===== src/rtl/transaction_initiator.sv =====
// transaction_initiator: moves funds between two balances via a timed request/complete handshake.
// Defining TXN_COUNT_EN adds an 8-bit txn_count output counting committed transfers.
module transaction_initiator #(
  parameter logic [7:0] INIT_P1 = 8'd100,
  parameter logic [7:0] INIT_P2 = 8'd100,
  parameter int TIMEOUT = 16
) (
  input  logic       clock,
  input  logic       resetn,
  input  logic       req_valid,
  output logic       req_ready,
  input  logic       req_person,
  input  logic [7:0] req_amount,
  output logic       txn_valid,
  output logic       txn_person,
  output logic [7:0] txn_amount,
  input  logic       txn_done,
  output logic [7:0] p1_amount,
  output logic [7:0] p2_amount,
  output logic       result_valid,
  output logic       result_ok
`ifdef TXN_COUNT_EN
  ,
  output logic [7:0] txn_count
`endif
);
  typedef enum logic [2:0] {IDLE, CHECK, ISSUE, COMMIT, FAIL} state_t;
  state_t state, next;
  logic [7:0] timer;
  logic [7:0] payer;
  logic [7:0] payee;
  logic reject;
  assign req_ready = state == IDLE;
  assign payer = txn_person ? p2_amount : p1_amount;
  assign payee = txn_person ? p1_amount : p2_amount;
  assign reject = txn_amount == 8'd0 || payer < txn_amount ||
                  ({1'b0, payee} + {1'b0, txn_amount}) > 9'd255;
  always_comb begin
    next = state;
    case (state)
      IDLE:    next = req_valid ? CHECK : IDLE;
      CHECK:   next = reject ? FAIL : ISSUE;
      ISSUE:   next = txn_done ? COMMIT : timer == 8'(TIMEOUT - 1) ? FAIL : ISSUE;
      default: next = IDLE;
    endcase
  end
  // Outputs are registered from next so they line up with the state they describe.
  always_ff @(posedge clock) begin
    if (!resetn) begin
      state        <= IDLE;
      timer        <= '0;
      txn_valid    <= 1'b0;
      txn_person   <= 1'b0;
      txn_amount   <= '0;
      result_valid <= 1'b0;
      result_ok    <= 1'b0;
      p1_amount    <= INIT_P1;
      p2_amount    <= INIT_P2;
    end else begin
      state        <= next;
      timer        <= state == ISSUE ? timer + 8'd1 : '0;
      txn_valid    <= next == ISSUE;
      result_valid <= next == COMMIT || next == FAIL;
      result_ok    <= next == COMMIT;
      if (req_ready && req_valid) begin
        txn_person <= req_person;
        txn_amount <= req_amount;
      end
      if (next == COMMIT) begin
        p1_amount <= txn_person ? p1_amount + txn_amount : p1_amount - txn_amount;
        p2_amount <= txn_person ? p2_amount - txn_amount : p2_amount + txn_amount;
      end
    end
  end
`ifdef TXN_COUNT_EN
  always_ff @(posedge clock) begin
    if (!resetn) txn_count <= '0;
    else if (next == COMMIT) txn_count <= txn_count + 8'd1;
  end
`endif
endmodule


===== config.mk =====
export PLATFORM = sky130hd
export DESIGN_NAME = transaction_initiator
export DESIGN_NICKNAME = d
export VERILOG_FILES = /design/src/rtl/transaction_initiator.sv
export SDC_FILE = /design/constraint.sdc
export NUM_CORES = 1
export LEC_CHECK = 0
export CAP_MARGIN = 25
export CORE_ASPECT_RATIO = 0.9
export CORE_MARGIN = 3
export CORE_UTILIZATION = 40
export CTS_CLUSTER_SIZE = 40
export DETAILED_ROUTE_END_ITERATION = 12
export HOLD_SLACK_MARGIN = 0.08
export SYNTH_ARGS = -nofsm -noshare
export SYNTH_HDL_FRONTEND = slang
export SYNTH_SLANG_ARGS = --single-unit

===== constraint.sdc =====
create_clock -name clock -period 8.4 [get_ports clock]
set_input_delay 0.84 -clock clock [delete_from_list [all_inputs] [get_ports clock]]
set_output_delay 0.84 -clock clock [all_outputs]
set_load 0.01 [all_outputs]

; Word-level counts from Yosys, hierarchy flattened
; Cells that the tools add are included.
[word_totals]
register_bits = 39
output_inout_bits = 29
elab_cells = 39
inputBits = 13
[classes]
n_mux = 9
n_reduce_logical = 7
order_cmp = 2
addsub = 6
eq_ne = 6
[ops]
columns = cell, count
row1 = $mux W8, 4
row2 = $add A8 B8 Y8, 2
row3 = $sub A8 B8 Y8, 2
row4 = $add A8 B8 Y9, 1
row5 = $eq A3 B2 Y1 const B, 3
row6 = $gt A9 B8 Y1 const B, 1
row7 = $mux W3, 3
row8 = $pmux W3 S3, 1
row9 = $add A8 B1 Y8 const B, 1
row10 = $eq A8 B4 Y1 const B, 1
row11 = $logic_not A8 Y1, 1
row12 = $lt A8 B8 Y1, 1
row13 = $eq A3 B1 Y1 const B, 1
row14 = $eq A3 B3 Y1 const B, 1
row15 = $logic_not A3 Y1, 1
row16 = $logic_or A1 B1 Y1, 3
row17 = $reduce_and A2 Y1, 1
row18 = $logic_and A1 B1 Y1, 1
row19 = $mux W1, 1

; Depth between registers and ports, before layout
[depth]
ltp_word = 8
depth_mapped = 12

; Worst setup path after synthesis
; Ideal clock, no wire load.
[synth_path]
path_kind = register to register
from = register txn_person
to = register p2_amount[7]
path_buffers = 2
setup_ps = 134
path_stages_with_launch = 12
arrival_time_ps = 2904
slack_ps = 5362
cell_sequence = dfxtp_1 clkbuf_1 buf_1 a21oi_1 xnor2_1 inv_1 ha_1 o211a_1 a211oi_1 a211oi_1 mux2_4 or4_1
[synth_via]
elab_chain_len = 7
elab_cells_between_ends = 11
cone_classes = add/sub: 1 / order compare: 2 / eq/ne: 1 / mux: 5 / reduce/logical: 2
[synth_lines]
columns = element, line_no
row1 = start: declaration, 15  ; output logic txn_person,
row2 = start signal: assignment, 66  ; txn_person <= req_person;
row3 = $mux W8 (on tied branches), "35, 34"
row4 = $add A8 B8 Y9 / $lt A8 B8 Y1 (equally long branches), "37, 36"
row5 = $gt A9 B8 Y1 / $logic_or A1 B1 Y1 (equally long branches), "37, 36"
row6 = $logic_or A1 B1 Y1, 36  ; assign reject = txn_amount == 8'd0 || payer < txn_amount ||
row7 = $mux W3, 42  ; CHECK: next = reject ? FAIL : ISSUE;
row8 = $pmux W3 S3, 40  ; case (state)
row9 = $eq A3 B2 Y1, 69  ; if (next == COMMIT) begin
row10 = end signal: assignment, 71  ; p2_amount <= txn_person ? p2_amount - txn_amount : p2_amount + txn_amount;
row11 = end: declaration, 19  ; output logic [7:0] p2_amount,
; Parallel ways exist; a longest one is shown, timed or not.
; A chain may end at the register's enable or synchronous reset.

; Worst setup path after layout
; Same ends and word-level chain as after synthesis.

==> metrics.yaml <==
crit_fanout: 27
grt.overflow.total: 0
initial_utilization: 0.420
slew_headroom: 0.341
nFillCells: 650
postCtsSetupBuffers: 0
ctsHoldBuffers: 0
die_y_um: 85.7
synth_area_per_cell_um2: 8.59
end_kind: "flip-flop"
clock_latency_ps: 300
path_clk_slew_ps: 90
rsz0062_at_grt: "no"
hp-class: "reg -> reg"
timing.hold.ws_ps: 449
grt.total_usage: 0.172
core-area_um2: 6730
cts.sinks: 39
cp_common_cell: "a211oi_1"
synth_edf_count: 0
period_minus_slack_ps: 3400
slew_violations: 0
yosysTopAreaCellShare: 0.276
postRouteAntennaNets: 0
wl_per_cell_um: 14.3
tightest_slew_ps: 987
drt_pass1_iterations: 4
synthToLayoutAreaGrowth_pct: 22.2
fin_util: 0.513
viasPerCell: 5.27
grt_pass1_vias: 2252
antenna_found_initial: 0
status: "finished, final reports clean"
cp-start-kind: "flip-flop"
h-tree-depth: 2
die_area_um2: 8110
ys_types: 52
cts_max_path_buffers: 2
cts_resized: 0
ys_seq_area_frac: 0.276
ys_top_cells_by_area: "dfxtp_1 (28%), ha_1 (13%), nand2_1 (6.2%)"
io_buffers: 41
multiInputGateArea_um2: 1920
ys_ff_latch: 39
synth-main-ff-cell: "dfxtp_1"
drc: 0
max_freq_mhz: 294
ir_drop_mv: 0.0818
grt_pass1_wl_um: 11100
leakagePower_nw: 1.35
synth_area_um2: 2830
drt-initial-drc-count: 124
core.rowCount: 28
drive_gt1_frac: 0.0790
post-route-period-util: 0.405
stdcell_count: 457
io_pins: 42
grt_max_degree: 37
worst-path-buf-inv: 1
regArea_um2: 781
cpMaxStageDelayCell: "dfxtp_1"
clock-root-buffer: "clkbuf_8"
clock-skew-final_ps: 9.06
drv_cap: 0
path_delay_family: "flip-flops"
fin_nets: 412
path_cells: "a31oi_1 -> xnor2_1 -> inv_1 -> ha_1 -> o211a_1 -> a211oi_1 -> a211oi_1 -> mux2_4 -> or4_1"
placed_cells_incl_taps: 449
num_antenna_cells: 0
critPathMaxStageDelay_ps: 980
cts_tree: "done"
crit_type: "reg -> reg"
cp_num_cells: 9
vias: 2410
synth_cells: 329
synth_nets: 375
cts_inserted_buffers: 5
yosysTopAreaCell: "dfxtp_1"
dp_hpwl_um: 4920
routabilityCongestion: 0.856
arrival_ps: 3580
synthArstFlopShare: 0
wl_um: 6520
hold_viol_final: 0
power_density_nw_per_um2: 207
die_w_um: 94.6
setup_tns_ps: 0
p_total_mw: 0.716
rr_worst_depth: 9
hold_path_depth: 1
required_ps: 8580
setup_viol: 0
synth_warnings: 0
cell usage after synthesis (4+ instances only):
| master | n |
|---|---|
| nand2_1 | 47 |
| dfxtp_1 | 39 |
| ha_1 | 30 |
| inv_1 | 20 |
| nor2_1 | 16 |
| a21boi_0 | 14 |
| mux2_2 | 14 |
| xnor2_1 | 12 |
| a21oi_1 | 11 |
| clkbuf_1 | 11 |
| o211ai_1 | 11 |
| o21ai_0 | 9 |
| nand3_1 | 8 |
| a211oi_1 | 6 |
| a21o_1 | 6 |
| and2_1 | 6 |
| o21a_1 | 6 |
| xor2_1 | 6 |
| nor3_1 | 5 |
| o31ai_1 | 4 |
layout make-up:
cell class	instances	share of cell area
inverter	20	0.0217
clock inverter	3	0.0196
multi-input combinational	256	0.555
sequential	39	0.226
clock buffer	5	0.0199
timing repair buffer	44	0.125
tap	90	0.0326
cells in the final DEF (no fill, tap or decap), types with 2 or more instances in the layout:
| cell type | synthesis | layout |
|---|---|---|
| a31oi_1 | 2 | 2 |
| o211ai_1 | 11 | 11 |
| nand4bb_1 | 2 | 2 |
| buf_4 | 0 | 3 |
| mux2_2 | 14 | 14 |
| o21ai_0 | 9 | 9 |
| bufinv_16 | 0 | 2 |
| nand3b_1 | 2 | 2 |
| nor3b_1 | 2 | 2 |
| o211a_1 | 2 | 2 |
| o31ai_1 | 4 | 4 |
| xor2_1 | 6 | 6 |
| a21o_1 | 6 | 6 |
| nand4_1 | 2 | 2 |
| mux2_1 | 2 | 2 |
| a41oi_1 | 2 | 2 |
| nand2b_1 | 2 | 2 |
| ha_1 | 30 | 30 |
| fa_1 | 3 | 3 |
| dfxtp_1 | 39 | 39 |
| nor2b_1 | 3 | 3 |
| o2111ai_1 | 2 | 2 |
| mux2i_1 | 2 | 2 |
| clkdlybuf4s50_1 | 0 | 41 |
| a211oi_1 | 6 | 6 |
| a21boi_0 | 14 | 14 |
| and2_1 | 6 | 6 |
| nand3_1 | 8 | 8 |
| a21oi_1 | 11 | 11 |
| nand2_1 | 47 | 47 |
| inv_1 | 20 | 20 |
| nor2_1 | 16 | 16 |
| clkbuf_8 | 0 | 5 |
| xnor2_1 | 12 | 12 |
| o21a_1 | 6 | 6 |
| nor3_1 | 5 | 5 |
cell families after synthesis:
logic type | count (synthesis) | share of synthesized area
xor gates and xnor gates | 18 | 0.0558
DFF | 39 | 0.276
adders and majority gates | 33 | 0.154
muxes | 19 | 0.0762
AOI/OAI and AO/OA | 82 | 0.206
and+or+nand+nor | 104 | 0.184
buffers and inverters | 34 | 0.0478
power by group:
| group | leakage [nW] | internal (mW) | switching [mW] |
|---|---|---|---|
| sequential | 0.317 | 0.199 | 0.0250 |
| clock | 0.0644 | 0.119 | 0.0732 |
| combinational | 0.967 | 0.141 | 0.159 |
worst register-to-register path: stages (launching register included):
cell,delay [ps]
dfxtp_1,980
a31oi_1,120
xnor2_1,260
inv_1,70
ha_1,330
o211a_1,230
a211oi_1,420
a211oi_1,100
mux2_4,280
or4_1,500
metal layers:
layer	up-vias	share of wire	routed length, µm	track usage
met2	60	0.42	2750	0.260
met3	5	0.044	287	0.0368
met1	1096	0.53	3430	0.249
met5	-	0	0	0
li1	1249	-	-	-
met4	0	0.0078	51	0.0406
path summary, 6_finish.rpt:
kind | from | end | slack, ps
min | timer[0]$_SDFF_PN0_ | timer[0]$_SDFF_PN0_ | 450
max reg2reg | txn_person$_SDFFE_PN0P_ | p2_amount[7]$_SDFFE_PN0N_ | 5000
max | txn_person$_SDFFE_PN0P_ | p2_amount[7]$_SDFFE_PN0N_ | 5000
min reg2reg | timer[0]$_SDFF_PN0_ | timer[0]$_SDFF_PN0_ | 450
per-stage QoR:
step	setup WS (ps)	area, µm²
after floorplan	5360	2830
after global placement	5110	3320
after detailed placement	4990	3320
after CTS	4990	3450
after global routing	4760	3450
final	5000	3450
sequential cells by signal (all words and copies together) (netlist names):
name,count
p1_amount,8
p2_amount,8
result_ok,1
result_valid,1
state,3
timer,8
txn_amount,8
txn_person,1
txn_valid,1
No activity file was read; power rests on OpenSTA's default activity.
